<file path="src/rtl/irq_pkg.sv">
// rtl/irq_pkg.sv - shared types and constants for the interrupt controller
package irq_pkg;

  typedef enum logic [1:0] {IRQ_IDLE, IRQ_HANDLER, IRQ_ACK} irq_state_t;

  localparam logic [31:0] IRQ_CAUSE_BASE = 32'h8000_0010;
  localparam int          MIE_IRQ_LSB    = 16;

  // Index width that stays legal for a single-line configuration.
  function automatic int idx_width(input int n);
    return (n > 1) ? $clog2(n) : 1;
  endfunction

endpackage

</file>
<file path="src/rtl/irq_controller_if.sv">
// rtl/irq_controller_if.sv - IRQ lines, core trap controls and trap/ack outputs
interface irq_controller_if #(
  parameter int N_IRQ = 16
) ();

  logic [N_IRQ-1:0] irq_req_i;
  logic [31:0]      mie_i;
  logic             exception_i;
  logic             mret_i;
  logic             stall_i;
  logic             irq_o;
  logic [31:0]      irq_cause_o;
  logic [N_IRQ-1:0] irq_ret_o;
  logic             busy_o;

  modport master (
    output irq_req_i, mie_i, exception_i, mret_i, stall_i,
    input  irq_o, irq_cause_o, irq_ret_o, busy_o
  );

  modport slave (
    input  irq_req_i, mie_i, exception_i, mret_i, stall_i,
    output irq_o, irq_cause_o, irq_ret_o, busy_o
  );

endinterface

</file>
<file path="src/rtl/irq_priority_encoder.sv">
// rtl/irq_priority_encoder.sv - fixed-priority encoder, lowest pending index wins
module irq_priority_encoder
  import irq_pkg::*;
#(
  parameter int N_IRQ = 16,
  parameter int IDX_W = idx_width(N_IRQ)
) (
  input  logic [N_IRQ-1:0] pending,
  output logic             valid,
  output logic [IDX_W-1:0] index,
  output logic [N_IRQ-1:0] onehot
);

  // Scan downward so the lowest set bit is the last one written.
  always_comb begin
    valid  = 1'b0;
    index  = '0;
    onehot = '0;
    for (int k = N_IRQ - 1; k >= 0; k--) begin
      if (pending[k]) begin
        valid     = 1'b1;
        index     = IDX_W'(k);
        onehot    = '0;
        onehot[k] = 1'b1;
      end
    end
  end

endmodule

</file>
<file path="src/rtl/irq_controller.sv">
// rtl/irq_controller.sv - IRQ arbitration against mie, trap request, handler tracking and mret ack
module irq_controller
  import irq_pkg::*;
#(
  parameter int N_IRQ = 16
) (
  input  logic             clk_i,
  input  logic             rst_i,
  irq_controller_if.slave  bus
);

  localparam int IDX_W = idx_width(N_IRQ);

  irq_state_t       state, state_next;
  logic             exc_h;
  logic [IDX_W-1:0] irq_idx;

  logic [N_IRQ-1:0] pending;
  logic             enc_valid;
  logic [IDX_W-1:0] enc_index;
  logic [N_IRQ-1:0] enc_onehot;
  logic             take;
  logic             unused_sig;

  assign pending = bus.irq_req_i & bus.mie_i[MIE_IRQ_LSB +: N_IRQ];

  irq_priority_encoder #(.N_IRQ(N_IRQ), .IDX_W(IDX_W)) u_enc (
    .pending (pending),
    .valid   (enc_valid),
    .index   (enc_index),
    .onehot  (enc_onehot)
  );

  // A same-cycle exception always beats a pending interrupt.
  assign take = (state == IRQ_IDLE) & enc_valid & ~bus.exception_i & ~exc_h
              & ~bus.stall_i & ~rst_i;

  always_comb begin
    state_next = state;
    case (state)
      IRQ_IDLE:    if (take) state_next = IRQ_HANDLER;
      IRQ_HANDLER: if (bus.mret_i && !exc_h) state_next = IRQ_ACK;
      IRQ_ACK:     state_next = IRQ_IDLE;
      default:     state_next = IRQ_IDLE;
    endcase
  end

  always_ff @(posedge clk_i) begin
    if (rst_i) begin
      state   <= IRQ_IDLE;
      exc_h   <= 1'b0;
      irq_idx <= '0;
    end else begin
      state <= state_next;
      if (take) irq_idx <= enc_index;
      // The first mret after an exception only unwinds the exception level.
      if (bus.exception_i)           exc_h <= 1'b1;
      else if (bus.mret_i && exc_h)  exc_h <= 1'b0;
    end
  end

  assign bus.irq_o       = take;
  assign bus.irq_cause_o = take ? (IRQ_CAUSE_BASE + 32'(enc_index)) : 32'h0;
  assign bus.irq_ret_o   = (state == IRQ_ACK) ? (N_IRQ'(1) << irq_idx) : '0;
  assign bus.busy_o      = (state == IRQ_HANDLER);

  assign unused_sig = ^{bus.mie_i, enc_onehot};

endmodule

</file>
<file path="src/flat_wrapper.sv">
// flat-port wrapper written by rule: the top's interface ports become plain ports
module irq_controller_flat import irq_pkg::*;
#(
  parameter int N_IRQ = 16
)
  (clk_i, rst_i, bus_irq_req_i, bus_mie_i, bus_exception_i, bus_mret_i, bus_stall_i, bus_irq_o, bus_irq_cause_o, bus_irq_ret_o, bus_busy_o);
  irq_controller_if #(.N_IRQ(N_IRQ)) bus_i ();
  input  logic clk_i;
  input  logic rst_i;
  input wire logic [$bits(bus_i.irq_req_i)-1:0] bus_irq_req_i;
  input wire logic [$bits(bus_i.mie_i)-1:0] bus_mie_i;
  input wire logic [$bits(bus_i.exception_i)-1:0] bus_exception_i;
  input wire logic [$bits(bus_i.mret_i)-1:0] bus_mret_i;
  input wire logic [$bits(bus_i.stall_i)-1:0] bus_stall_i;
  output wire logic [$bits(bus_i.irq_o)-1:0] bus_irq_o;
  output wire logic [$bits(bus_i.irq_cause_o)-1:0] bus_irq_cause_o;
  output wire logic [$bits(bus_i.irq_ret_o)-1:0] bus_irq_ret_o;
  output wire logic [$bits(bus_i.busy_o)-1:0] bus_busy_o;
  assign bus_i.irq_req_i = bus_irq_req_i;
  assign bus_i.mie_i = bus_mie_i;
  assign bus_i.exception_i = bus_exception_i;
  assign bus_i.mret_i = bus_mret_i;
  assign bus_i.stall_i = bus_stall_i;
  assign bus_irq_o = bus_i.irq_o;
  assign bus_irq_cause_o = bus_i.irq_cause_o;
  assign bus_irq_ret_o = bus_i.irq_ret_o;
  assign bus_busy_o = bus_i.busy_o;
  irq_controller #(.N_IRQ(N_IRQ)) u_core (.clk_i(clk_i), .rst_i(rst_i), .bus(bus_i));
endmodule
</file>
<file path="config.mk">
export PLATFORM = sky130hd
export DESIGN_NAME = irq_controller_flat
export DESIGN_NICKNAME = d
export VERILOG_FILES = /design/src/rtl/irq_pkg.sv /design/src/rtl/irq_controller_if.sv /design/src/rtl/irq_priority_encoder.sv /design/src/rtl/irq_controller.sv /design/src/flat_wrapper.sv
export SDC_FILE = /design/constraint.sdc
export NUM_CORES = 1
export LEC_CHECK = 0
export BUFFER_PORTS_ARGS = -buffer_cell sky130_fd_sc_hd__buf_2
export CORE_MARGIN = 10
export CORE_UTILIZATION = 40
export CTS_CLUSTER_DIAMETER = 150
export DETAILED_ROUTE_END_ITERATION = 12
export PLACE_DENSITY = 0.86
export SETUP_SLACK_MARGIN = 0.3
export SYNTH_ARGS = -nofsm -noshare
export SYNTH_HDL_FRONTEND = slang
export SYNTH_HIERARCHICAL = 1
export SYNTH_SLANG_ARGS = --single-unit
</file>
<file path="constraint.sdc">
create_clock -name clk_i -period 4.2 [get_ports clk_i]
set_clock_uncertainty 0.05 [all_clocks]
set_input_delay 0.84 -clock clk_i [delete_from_list [all_inputs] [get_ports clk_i]]
set_output_delay 0.84 -clock clk_i [all_outputs]
set_load 0.005 [all_outputs]
</file>
After elaboration in Yosys (flattened, before gate mapping)
Index checks and enable logic that the tools add are counted.

Add/sub/neg operators: 1. Equality and inequality tests: 4. Shift operators: 1. Muxes and demuxes: 39. Bitwise gates (word level): 10. Reduce and logical (&&, ||, !) cells: 6.

Operators with widths (count): 4-bit 2-to-1 mux (16); 32-bit by 4-bit adder with 32-bit output, first input constant (1); 32-bit 2-to-1 mux (1); 1-bit 2-to-1 mux (18); 16-bit AND (1); 16-bit 2-to-1 mux (1); 1-bit by 4-bit << shifter with 16-bit output, first input constant (1); 1-bit AND (5); 2-bit 2-to-1 mux (2); 2-bit by 1-bit inequality test with 1-bit output, second input constant (2); 1-bit inverter (4); 2-bit one-hot mux with 2 select lines (1); 2-bit by 1-bit == test with 1-bit output, second input constant (1); 2-bit == test, second input constant (1); 1-bit logical AND (2); 2-bit zero test (1); 2-bit AND reduction (1); 2-bit nonzero test (1); 1-bit zero test (1).

Register bits after elaboration: 7. Output and inout port bits: 50.

Logic depth before layout (Yosys ltp)
Word-level depth: 24. Depth in mapped cells: 8. Depth with buffers taken out: 8.

Modules after synthesis
The synthesis kept the hierarchy.

By module, submodules not included: irq_controller (instances 1, cells an instance 108, area an instance 782.0 um^2, sequential area each 140.1 um^2); irq_priority_encoder (instances 1, cells an instance 53, area an instance 322.8 um^2, sequential area each 0.0 um^2).

Worst setup path before layout
OpenSTA, ideal clock, no wires.

Path type: input-to-output. Start point: input port bus_irq_req_i[0]. End point: output port bus_irq_cause_o[31]. Arrival: 2.136 ns. Slack: 1.174 ns. Stages: 8. Cell sequence: and2_1 -> nor4_2 -> nand3_1 -> nor2_1 -> nand2_1 -> or4b_4 -> nor2_4 -> buf_4.

Cells in the longest elaborated chain, start to end: 8.

RTL lines: start, declared (RTL line flat_wrapper.sv:10) `input wire logic [$bits(bus_i.irq_req_i)-1:0] bus_irq_req_i;`; 16-bit AND (RTL line irq_controller.sv:25) `assign pending = bus.irq_req_i & bus.mie_i[MIE_IRQ_LSB +: N_IRQ];`; 1-bit 2-to-1 mux (RTL line irq_priority_encoder.sv:20) `if (pending[k]) begin`; named net u_core.enc_valid (RTL line irq_controller.sv:19) `logic enc_valid;`; 1-bit AND (3 in a row) (RTL line irq_controller.sv:35) `assign take = (state == IRQ_IDLE) & enc_valid & ~bus.exception_i & ~exc_h`; 1-bit AND (2 in a row) (RTL line irq_controller.sv:36) `& ~bus.stall_i & ~rst_i;`; named net bus_irq_o (RTL line flat_wrapper.sv:15) `output wire logic [$bits(bus_i.irq_o)-1:0] bus_irq_o;`; 32-bit 2-to-1 mux (RTL line irq_controller.sv:63) `assign bus.irq_cause_o = take ? (IRQ_CAUSE_BASE + 32'(enc_index)) : 32'h0;`; end, declared (RTL line flat_wrapper.sv:16) `output wire logic [$bits(bus_i.irq_cause_o)-1:0] bus_irq_cause_o;`.

The timed path passes the listed nets, and every way through them passes these cells.

Worst setup path in the final report
Start point: input port bus_irq_req_i[10]. End point: output port bus_irq_cause_o[3].

Cells in the longest elaborated chain, start to end: 18.

RTL lines: 16-bit AND (RTL line irq_controller.sv:25); named net u_core.pending[10] (RTL line irq_controller.sv:18) `logic [N_IRQ-1:0] pending;`; 1-bit 2-to-1 mux (11 in a row) (RTL line irq_priority_encoder.sv:20); named net u_core.enc_valid (RTL line irq_controller.sv:19); 1-bit AND (3 in a row) (RTL line irq_controller.sv:35); 1-bit AND (2 in a row) (RTL line irq_controller.sv:36); 32-bit 2-to-1 mux (RTL line irq_controller.sv:63).

The timed path passes the listed nets, and every way through them passes these cells.

==> metrics.md <==
| Metric | Value |
|---|---|
| Largest net degree at the start of global routing | `13` |
| Max Fclk | `319 MHz` |
| Total negative slack | `0 ns` |
| # fillers | `250` |
| Final ANT Viol Nets | `0` |
| Period minus WS final | `3.14 ns` |
| Max Cap Viol | `0` |
| Die area | `4840 um2` |
| Critical-path cell list | `buf_2 -> and2_1 -> nor4_4 -> nand2_1 -> nor2_1 -> nand2_1 -> nor4b_2 -> and3_1 -> buf_2` |
| TritonCTS Buffers | `3` |
| WL per Instance | `12.7 um` |
| Overflow after GRT | `0` |
| Post_cts resized | `0` |
| Clock sink count | `7` |
| Required time of the critical path | `3.31 ns` |
| Core area | `2280 um2` |
| CTS tree | `built` |
| IO Pins | `103` |
| Maximum vdd drop | `0.0000750 V` |
| Postcts setup bufs | `0` |
| Crit path buffers/inverters | `2` |
| RSZ-0062 raised after global routing | `false` |
| Drt total wl | `2890 um` |
| Worst-Skew Late Latency | `0.25 ns` |
| First-pass GRT wire length | `4370 um` |
| Clock tree root driver cell | `clkbuf_4` |
| Post-CTS Hold Buffers | `0` |
| Clock Tree Buf Depth | `2` |
| DR pass1 iterations | `4` |
| Initial antenna violation count | `0` |
| Slowest CP cell | `nor4_4` |
| Cell Rows | `17` |
| Clock transition at path regs | `0.05 ns` |
| Period utilization | `0.747` |
| Vias in the first global route | `1029` |
| Share of cells above drive strength 1 | `0.345` |
| Worst Setup End Kind | `primary output` |
| Iter 0 DRT Violations | `37` |
| Crit-path max FO | `5` |
| GRT Util Overall | `0.103` |
| DRC violations left | `0` |
| Pwr/cell area | `168 nW/um2` |
| Mean Syn Cell Area | `6.92 um2` |
| Gate count after technology mapping | `142` |
| YS warnings | `6` |
| Setup CP Type | `in2out` |
| Crit path max-delay family | `simple AND/OR/NAND/NOR gates` |
| Worst Hold Class | `reg2reg` |
| Port Buffer Count | `60` |
| Area delta synth->final | `23.8%` |
| CP arrival | `2.25 ns` |
| Pleak | `0.639 nW` |
| H-tree levels | `1` |
| Outcome | `completed` |
| Die W | `69.6 um` |
| Hpwl dp | `2550 um` |
| Vias | `1056` |
| Routability Congestion | `0.874` |
| Initial Util | `0.432` |
| ANT cells | `0` |
| Crit path launch type | `input port` |
| Overall power | `0.204 mW` |
| Final setup violation count | `0` |
| Layout net count | `254` |
| Slowest cell delay on critical path | `0.33 ns` |
| Die Span Y | `69.6 um` |
| Slew Viols, Final | `0` |
| Via/cell ratio | `4.63` |
| Final Hold Vio Count | `0` |
| Post-synth design cell area | `982 um2` |
## cells in the final DEF (no fill, tap or decap)
master / instances
buf_2: 60
conb_1: 26
nor2_1: 17
and2_1: 16
nor3_1: 11
nand2_1: 9
dfxtp_1: 7
nand2b_1: 6
inv_1: 6
clkbuf_4: 3
and3_1: 3
a21oi_1: 3
o21bai_1: 3
nand3b_1: 2
nor4_2: 2
or3_1: 2
nand3_1: 2
a31oi_1: 2
clkbuf_1: 1
nor2b_1: 1
and3b_1: 1
nor4_1: 1
nor3b_1: 1
or3b_1: 1
or4b_4: 1
nor2_4: 1
nor4b_2: 1
o21ai_1: 1
o21ai_0: 1
nor4_4: 1
o41ai_1: 1
o31ai_1: 1
a21boi_0: 1
o32ai_1: 1
o311ai_0: 1
a211oi_1: 1
a221oi_1: 1
o22ai_1: 1
## worst register-to-register path: stages, from the launching register on
cell and delay (ns):
dfxtp_1 0.34, or4b_4 0.57, nor2_4 0.18, o21bai_1 0.09
## through the flow
stage	cells	instance area (um2)	hold slack [ns]	util	worst slack, ns
2_1_floorplan	167	1080	0.408	-	1.29
3_3_place_gp	224	1190	0.439	0.523	1.10
3_5_place_dp	224	1190	0.447	0.523	1.07
4_1_cts	228	1220	0.456	0.534	1.06
5_1_grt	228	1220	0.500	0.534	0.923
6_report	228	1220	0.458	0.534	1.06
## cell type report
cell class              count  area [um2]  area share
inverters                   6        22.5      0.0185
multi-input cells         123         692       0.569
flip-flops and latches      7         140       0.115
well taps                  28        35.0      0.0288
repair buffers             60         300       0.247
clock buffers               4        26.3      0.0216
## path summary, 6_finish.rpt
check | cells past startpoint | slack, ns | end | from
max | 9 | 1.06 | bus_irq_cause_o[3] | bus_irq_req_i[10]
min | 2 | 0.46 | u_core/irq_idx[3]$_SDFFE_PP0N_ | u_core/irq_idx[3]$_SDFFE_PP0N_
max reg2reg | 3 | 2.85 | u_core/irq_idx[0]$_SDFFE_PP0N_ | u_core/exc_h$_SDFFE_PP0P_
min reg2reg | 2 | 0.46 | u_core/irq_idx[3]$_SDFFE_PP0N_ | u_core/irq_idx[3]$_SDFFE_PP0N_
## routing by layer
| layer | GRT usage | vias up | part of all wire |
|---|---|---|---|
| li1 | - | 549 | - |
| met1 | 0.105 | 454 | 0.40 |
| met2 | 0.176 | 51 | 0.49 |
| met3 | 0.0428 | 2 | 0.097 |
| met4 | 0.0510 | 0 | 0.0069 |
| met5 | 0 | - | 0 |
## state kept, by name (all words and copies together), names as in the netlist
signal          flops
u_core/irq_idx      4
u_core/state        2
u_core/exc_h        1
## report_power, final
part	total (mW)	leakage [nW]	switching (mW)	internal [mW]
registers	0.0751	0.0571	0.00568	0.0694
logic	0.0681	0.567	0.0355	0.0326
clock network	0.0610	0.0150	0.0248	0.0362
total	0.204	0.639	0.0660	0.138
No activity file was read; power rests on OpenSTA's default activity.
